## src/rtl/distance_bcd_conv_if.sv

```systemverilog
// distance_bcd_conv_if: start/value request and BCD result bundle for the distance converter
interface distance_bcd_conv_if #(
  parameter int BIN_W  = 9,
  parameter int DIGITS = 3
);
  logic                  i_start;
  logic [BIN_W-1:0]      i_bin;
  logic                  o_busy;
  logic                  o_done;
  logic [4*DIGITS-1:0]   o_bcd;
  logic [DIGITS-1:0]     o_blank;
  logic                  o_ovf;
  modport master (output i_start, i_bin, input o_busy, o_done, o_bcd, o_blank, o_ovf);
  modport slave  (input i_start, i_bin, output o_busy, o_done, o_bcd, o_blank, o_ovf);
endinterface

```

## src/rtl/distance_bcd_conv.sv

```systemverilog
// distance_bcd_conv: shift-and-add-3 binary to BCD, one bit per clock, with blank mask and saturation
module distance_bcd_conv #(
  parameter int BIN_W  = 9,
  parameter int DIGITS = 3
) (
  input  logic                 i_Clk,
  input  logic                 i_Rst_n,
  distance_bcd_conv_if.slave   bus
);
  localparam int CNT_W = $clog2(BIN_W + 1);
  localparam int SW = 4 * DIGITS;
  localparam logic [63:0] MAX_VAL = 64'(10 ** DIGITS - 1);
  localparam logic [DIGITS-1:0] BLANK_RST = ~DIGITS'(1);
  typedef enum logic {IDLE, SHIFT} state_t;
  state_t state_q, state_d;
  logic [BIN_W-1:0] shift_q, shift_d;
  logic [SW-1:0] scr_q, scr_d, bcd_q, bcd_d, adj, nxt, fin;
  logic [CNT_W-1:0] cnt_q, cnt_d;
  logic flag_q, flag_d, ovf_q, ovf_d, done_q, done_d, zero;
  logic [DIGITS-1:0] blank_q, blank_d, blank_n;
  always_comb begin
    adj = scr_q;
    for (int k = 0; k < DIGITS; k++)
      adj[4*k +: 4] = scr_q[4*k +: 4] >= 4'd5 ? scr_q[4*k +: 4] + 4'd3 : scr_q[4*k +: 4];
    nxt = (adj << 1) | SW'(shift_q[BIN_W-1]);
    fin = flag_q ? {DIGITS{4'h9}} : nxt;
  end
  // a digit is a leading zero only if it and every more significant digit are zero
  always_comb begin
    blank_n = '0;
    zero = 1'b1;
    for (int k = DIGITS - 1; k > 0; k--) begin
      zero = zero & (fin[4*k +: 4] == 4'd0);
      blank_n[k] = zero & ~flag_q;
    end
  end
  always_comb begin
    state_d = state_q;
    shift_d = shift_q;
    scr_d   = scr_q;
    cnt_d   = cnt_q;
    flag_d  = flag_q;
    bcd_d   = bcd_q;
    blank_d = blank_q;
    ovf_d   = ovf_q;
    done_d  = 1'b0;
    if (state_q == IDLE) begin
      if (bus.i_start) begin
        state_d = SHIFT;
        shift_d = bus.i_bin;
        scr_d   = '0;
        cnt_d   = CNT_W'(BIN_W);
        flag_d  = 64'(bus.i_bin) > MAX_VAL;
      end
    end else begin
      scr_d   = nxt;
      shift_d = shift_q << 1;
      cnt_d   = cnt_q - 1'b1;
      if (cnt_q == CNT_W'(1)) begin
        state_d = IDLE;
        bcd_d   = fin;
        blank_d = blank_n;
        ovf_d   = flag_q;
        done_d  = 1'b1;
      end
    end
  end
  always_ff @(posedge i_Clk) begin
    if (!i_Rst_n) begin
      state_q <= IDLE;
      shift_q <= '0;
      scr_q   <= '0;
      cnt_q   <= '0;
      flag_q  <= 1'b0;
      bcd_q   <= '0;
      blank_q <= BLANK_RST;
      ovf_q   <= 1'b0;
      done_q  <= 1'b0;
    end else begin
      state_q <= state_d;
      shift_q <= shift_d;
      scr_q   <= scr_d;
      cnt_q   <= cnt_d;
      flag_q  <= flag_d;
      bcd_q   <= bcd_d;
      blank_q <= blank_d;
      ovf_q   <= ovf_d;
      done_q  <= done_d;
    end
  end
  assign bus.o_busy  = state_q == SHIFT;
  assign bus.o_done  = done_q;
  assign bus.o_bcd   = bcd_q;
  assign bus.o_blank = blank_q;
  assign bus.o_ovf   = ovf_q;
endmodule

```

## src/flat_wrapper.sv

```systemverilog
// flat-port wrapper written by rule: the top's interface ports become plain ports
module distance_bcd_conv_flat 
#(
  parameter int BIN_W  = 9,
  parameter int DIGITS = 3
)
  (i_Clk, i_Rst_n, bus_i_start, bus_i_bin, bus_o_busy, bus_o_done, bus_o_bcd, bus_o_blank, bus_o_ovf);
  distance_bcd_conv_if #(.BIN_W(BIN_W), .DIGITS(DIGITS)) bus_i ();
  input  logic i_Clk;
  input  logic i_Rst_n;
  input wire logic [$bits(bus_i.i_start)-1:0] bus_i_start;
  input wire logic [$bits(bus_i.i_bin)-1:0] bus_i_bin;
  output wire logic [$bits(bus_i.o_busy)-1:0] bus_o_busy;
  output wire logic [$bits(bus_i.o_done)-1:0] bus_o_done;
  output wire logic [$bits(bus_i.o_bcd)-1:0] bus_o_bcd;
  output wire logic [$bits(bus_i.o_blank)-1:0] bus_o_blank;
  output wire logic [$bits(bus_i.o_ovf)-1:0] bus_o_ovf;
  assign bus_i.i_start = bus_i_start;
  assign bus_i.i_bin = bus_i_bin;
  assign bus_o_busy = bus_i.o_busy;
  assign bus_o_done = bus_i.o_done;
  assign bus_o_bcd = bus_i.o_bcd;
  assign bus_o_blank = bus_i.o_blank;
  assign bus_o_ovf = bus_i.o_ovf;
  distance_bcd_conv #(.BIN_W(BIN_W), .DIGITS(DIGITS)) u_core (.i_Clk(i_Clk), .i_Rst_n(i_Rst_n), .bus(bus_i));
endmodule
```

## config.mk

```make
export PLATFORM = sky130hd
export DESIGN_NAME = distance_bcd_conv_flat
export DESIGN_NICKNAME = d
export VERILOG_FILES = /design/src/rtl/distance_bcd_conv_if.sv /design/src/rtl/distance_bcd_conv.sv /design/src/flat_wrapper.sv
export SDC_FILE = /design/constraint.sdc
export NUM_CORES = 1
export LEC_CHECK = 0
export CELL_PAD_IN_SITES_DETAIL_PLACEMENT = 0
export CELL_PAD_IN_SITES_GLOBAL_PLACEMENT = 1
export CORE_MARGIN = 1
export CORE_UTILIZATION = 40
export CTS_CLUSTER_SIZE = 12
export DETAILED_ROUTE_END_ITERATION = 10
export GPL_TIMING_DRIVEN = 0
export HOLD_SLACK_MARGIN = 0.08
export PLACE_DENSITY = 0.83
export SYNTH_ARGS = -nofsm -noshare
export SYNTH_HDL_FRONTEND = slang
export SYNTH_SLANG_ARGS = --single-unit
```

## constraint.sdc

```tcl
create_clock -name i_Clk -period 2 [get_ports i_Clk]
set_clock_uncertainty 0.2 [all_clocks]
set_input_delay 0.4 -clock i_Clk [delete_from_list [all_inputs] [get_ports i_Clk]]
set_output_delay 0.4 -clock i_Clk [all_outputs]
set_load 0.05 [all_outputs]
```

==> metrics.md <==
| Metric | Value |
|---|---|
| Total power | `0.00181 W` |
| # IOs | `30` |
| Max VDD drop | `0.396 mV` |
| Gate Count Post-Synth | `236` |
| Num rows | `25` |
| Die Area | `5290 um^2` |
| Fin. Hold Viols | `0` |
| GRT met1 Usage | `23.7%` |
| GP Congestion | `0.821` |
| Pleak | `1.04 nW` |
| Status | `finished clean` |
| Post-place setup slack | `-0.256 ns` |
| Starting Density | `42.1%` |
| Final #Nets | `292` |
| Final cell count without fillers | `340` |
| Port bufs | `27` |
| Clock Path Buffers | `2` |
| Worst Setup SP | `bus_i_start` |
| Synth area leaders | `dfxtp_1, nand2_1, mux2i_1, ha_1, nor3b_1` |
| Worst Path Max Fanout | `10` |
| Max Cap Viol | `0` |
| Wire per inst | `13.6 um` |
| DR vias/cell | `4.94` |
| Antenna violations before repair | `0` |
| Final slew viol count | `0` |
| Clock sinks | `41` |
| TritonCTS clock tree | `done` |
| Later-pin clock latency in the skew report | `0.30 ns` |
| Overall Global Routing Usage | `19.5%` |
| Met3 GRT Util | `5.52%` |
| Synth Warn # | `0` |
| GR Util met2 | `32.4%` |
| Count of final setup violators | `0` |
| Vias | `1678` |
| Fin crit share | `95.9%` |
| Data required, critical path | `2.00 ns` |
| Post-DRT Antenna Nets | `0` |
| Die width | `72.7 um` |
| Antenna diode count | `0` |
| Mapped Area | `2000 um^2` |
| Clock root cell | `clkbuf_8` |
| Hold crit path type | `reg2reg` |
| Htree depth | `2` |
| Cell variety after synth | `30` |
| Setup Crit Path Kind | `in2reg` |
| Max Clk Rate | `0.521 GHz` |
| Die Height | `72.7 um` |
| Largest net degree at the start of global routing | `13` |
| Cell area power density | `721 nW/um^2` |
| Register area share after synthesis | `41.1%` |
| First-pass GRT wire length | `7760 um` |
| Crit. End Element | `flop` |
| Worst r2r src | `u_core.scr_q[9]` |
| Post-Route WL | `4620 um` |
| Biggest area consumer among synthesized cells | `dfxtp_1` |
| Clk slew on worst S/H paths | `0.08 ns` |
| Cts hold-fix bufs | `0` |
| Global routing's busiest layer | `met2` |
| Share of the synthesized area in the top cell type | `41.1%` |
| DRC viols | `0` |
| Length of the first detailed-routing pass in iterations | `4` |
| RSZ-0062 raised after global routing | `false` |
| Syn_area_per_cell | `8.47 um^2` |
| #FFs+latches synth | `41` |
| Min Tclk post-route | `1.92 ns` |
| Hpwl dp | `3100 um` |
| GRT overflow | `0` |
| Hold Crit Start | `u_core.bus.o_bcd[1]` |
| Slew headroom | `56.0%` |
| Share of post-route cells with drive strength above 1 | `9.52%` |
| Placed Cells incl. Taps | `331` |
| Cts bufs inserted | `5` |
| Arrival time worst endpoint | `1.92 ns` |
| Worst Tran Pin Value | `0.661 ns` |
| Setup slack after layout | `0.0811 ns` |
| Vias in the first global route | `1662` |
| Drt initial violations | `56` |
| Type of origin of the critical path | `primary input` |
| Syn-to-layout area delta | `25.5%` |
| Core ar. | `4750 um^2` |
registers in the layout, summed over array words and instances, names as in the netlist:
register / flops
u_core.bus.o_bcd: 12
u_core.bus.o_blank: 2
u_core.bus.o_busy: 1
u_core.bus.o_done: 1
u_core.cnt_q: 4
u_core.scr_q: 12
u_core.shift_q: 9
Yosys cell counts:
cell and instances:
ha_1 8, or3_1 1, o211a_1 3, mux2i_1 13
nor2b_1 11, o21ai_0 16, nand3b_1 1, buf_2 2
o21a_1 2, o311ai_2 1, nand2b_1 5, conb_1 1
dfxtp_1 41, a21boi_0 9, nand3_1 6, a211o_1 1
and3_1 1, xnor2_1 3, and2_1 11, nor3_1 7
o221a_2 1, a21oi_1 16, nor2_1 6, nand2_1 36
a21oi_2 1, a31oi_1 1, clkbuf_1 10, nor3b_1 11
buf_4 3, inv_1 8
what timing repair did:
item | in CTS | in global routing
gates cloned | 0 | 0
pin swaps | 0 | 3
buffers inserted | 0 | 1
gates resized for setup | 16 | 15
setup endpoints to repair | 16 | 10
power breakdown:
part           internal [W]  switching [W]  leakage [nW]  total [W]
Clock              0.000407       0.000297        0.0585   0.000704
Combinational     0.0000920       0.000146         0.643   0.000238
Sequential         0.000846      0.0000185         0.334   0.000865
worst max-delay path, cell delays in order:
cell and delay, ns:
clkdlybuf4s50_1 0.49, clkbuf_1 0.52, mux2i_1 0.25, o21ai_0 0.08, and2_1 0.17
layout make-up:
cell class / count / area, um^2
Timing Repair Buffer: 28 / 258
Inverter: 8 / 30.0
Tap cell: 67 / 83.8
Fill cell: 486 / 2250
Clock buffer: 7 / 86.3
Multi-Input combinational cell: 173 / 1130
Clock inverter: 1 / 30.0
Buffer: 15 / 71.3
Sequential cell: 41 / 822
final timing paths:
check	depth (start not counted)	slack [ns]	to
worst max-delay path	5	0.08	u_core.shift_q[7]
worst max register to register	7	0.15	u_core.bus.o_blank[1]
worst min register to register	2	0.26	u_core.bus.o_bcd[1]
worst min-delay path	2	0.26	u_core.bus.o_bcd[1]
through the flow:
| step | utilization, % | cell area [um^2] | TNS, ns | hold WS (ns) |
|---|---|---|---|---|
| final | 52.8 | 2510 | 0 | 0.261 |
| after global routing | 52.8 | 2510 | 0 | 0.287 |
| after CTS | 51.6 | 2450 | 0 | 0.270 |
| after detailed placement | 49.6 | 2360 | -2.20 | 0.260 |
| after global placement | 49.6 | 2360 | -2.12 | 0.250 |
| after floorplan | - | 2000 | 0 | 0.254 |
kinds of logic after synthesis:
kind of cell | Yosys count | synth area share [%]
compound gates | 51 | 16.2
xor+xnor | 3 | 1.31
mux | 13 | 6.51
flops | 41 | 41.1
buf+inv | 23 | 5.01
other cells | 1 | 0.188
fa+ha+maj | 8 | 5.01
simple gates | 96 | 24.7
placed cells by master, fill, tap and decap left out, types with 7 or more instances in the layout:
cell / instances
clkbuf_1: 10
dfxtp_1: 40
a21oi_1: 13
nor3_1: 7
nor3b_1: 11
and2_1: 11
nand2_1: 36
clkdlybuf4s50_1: 11
nor2b_1: 11
o21ai_0: 15
dlygate4sd2_1: 16
mux2i_1: 13
a21boi_0: 9
layer usage:
| metal | vias to the layer above | share of wire, % |
|---|---|---|
| met2 | 23 | 48 |
| met5 | - | 0 |
| met4 | 0 | 2.6 |
| met1 | 785 | 47 |
| met3 | 10 | 3.2 |
| li1 | 860 | - |
Note: power is estimated with default switching activity, not from simulation.
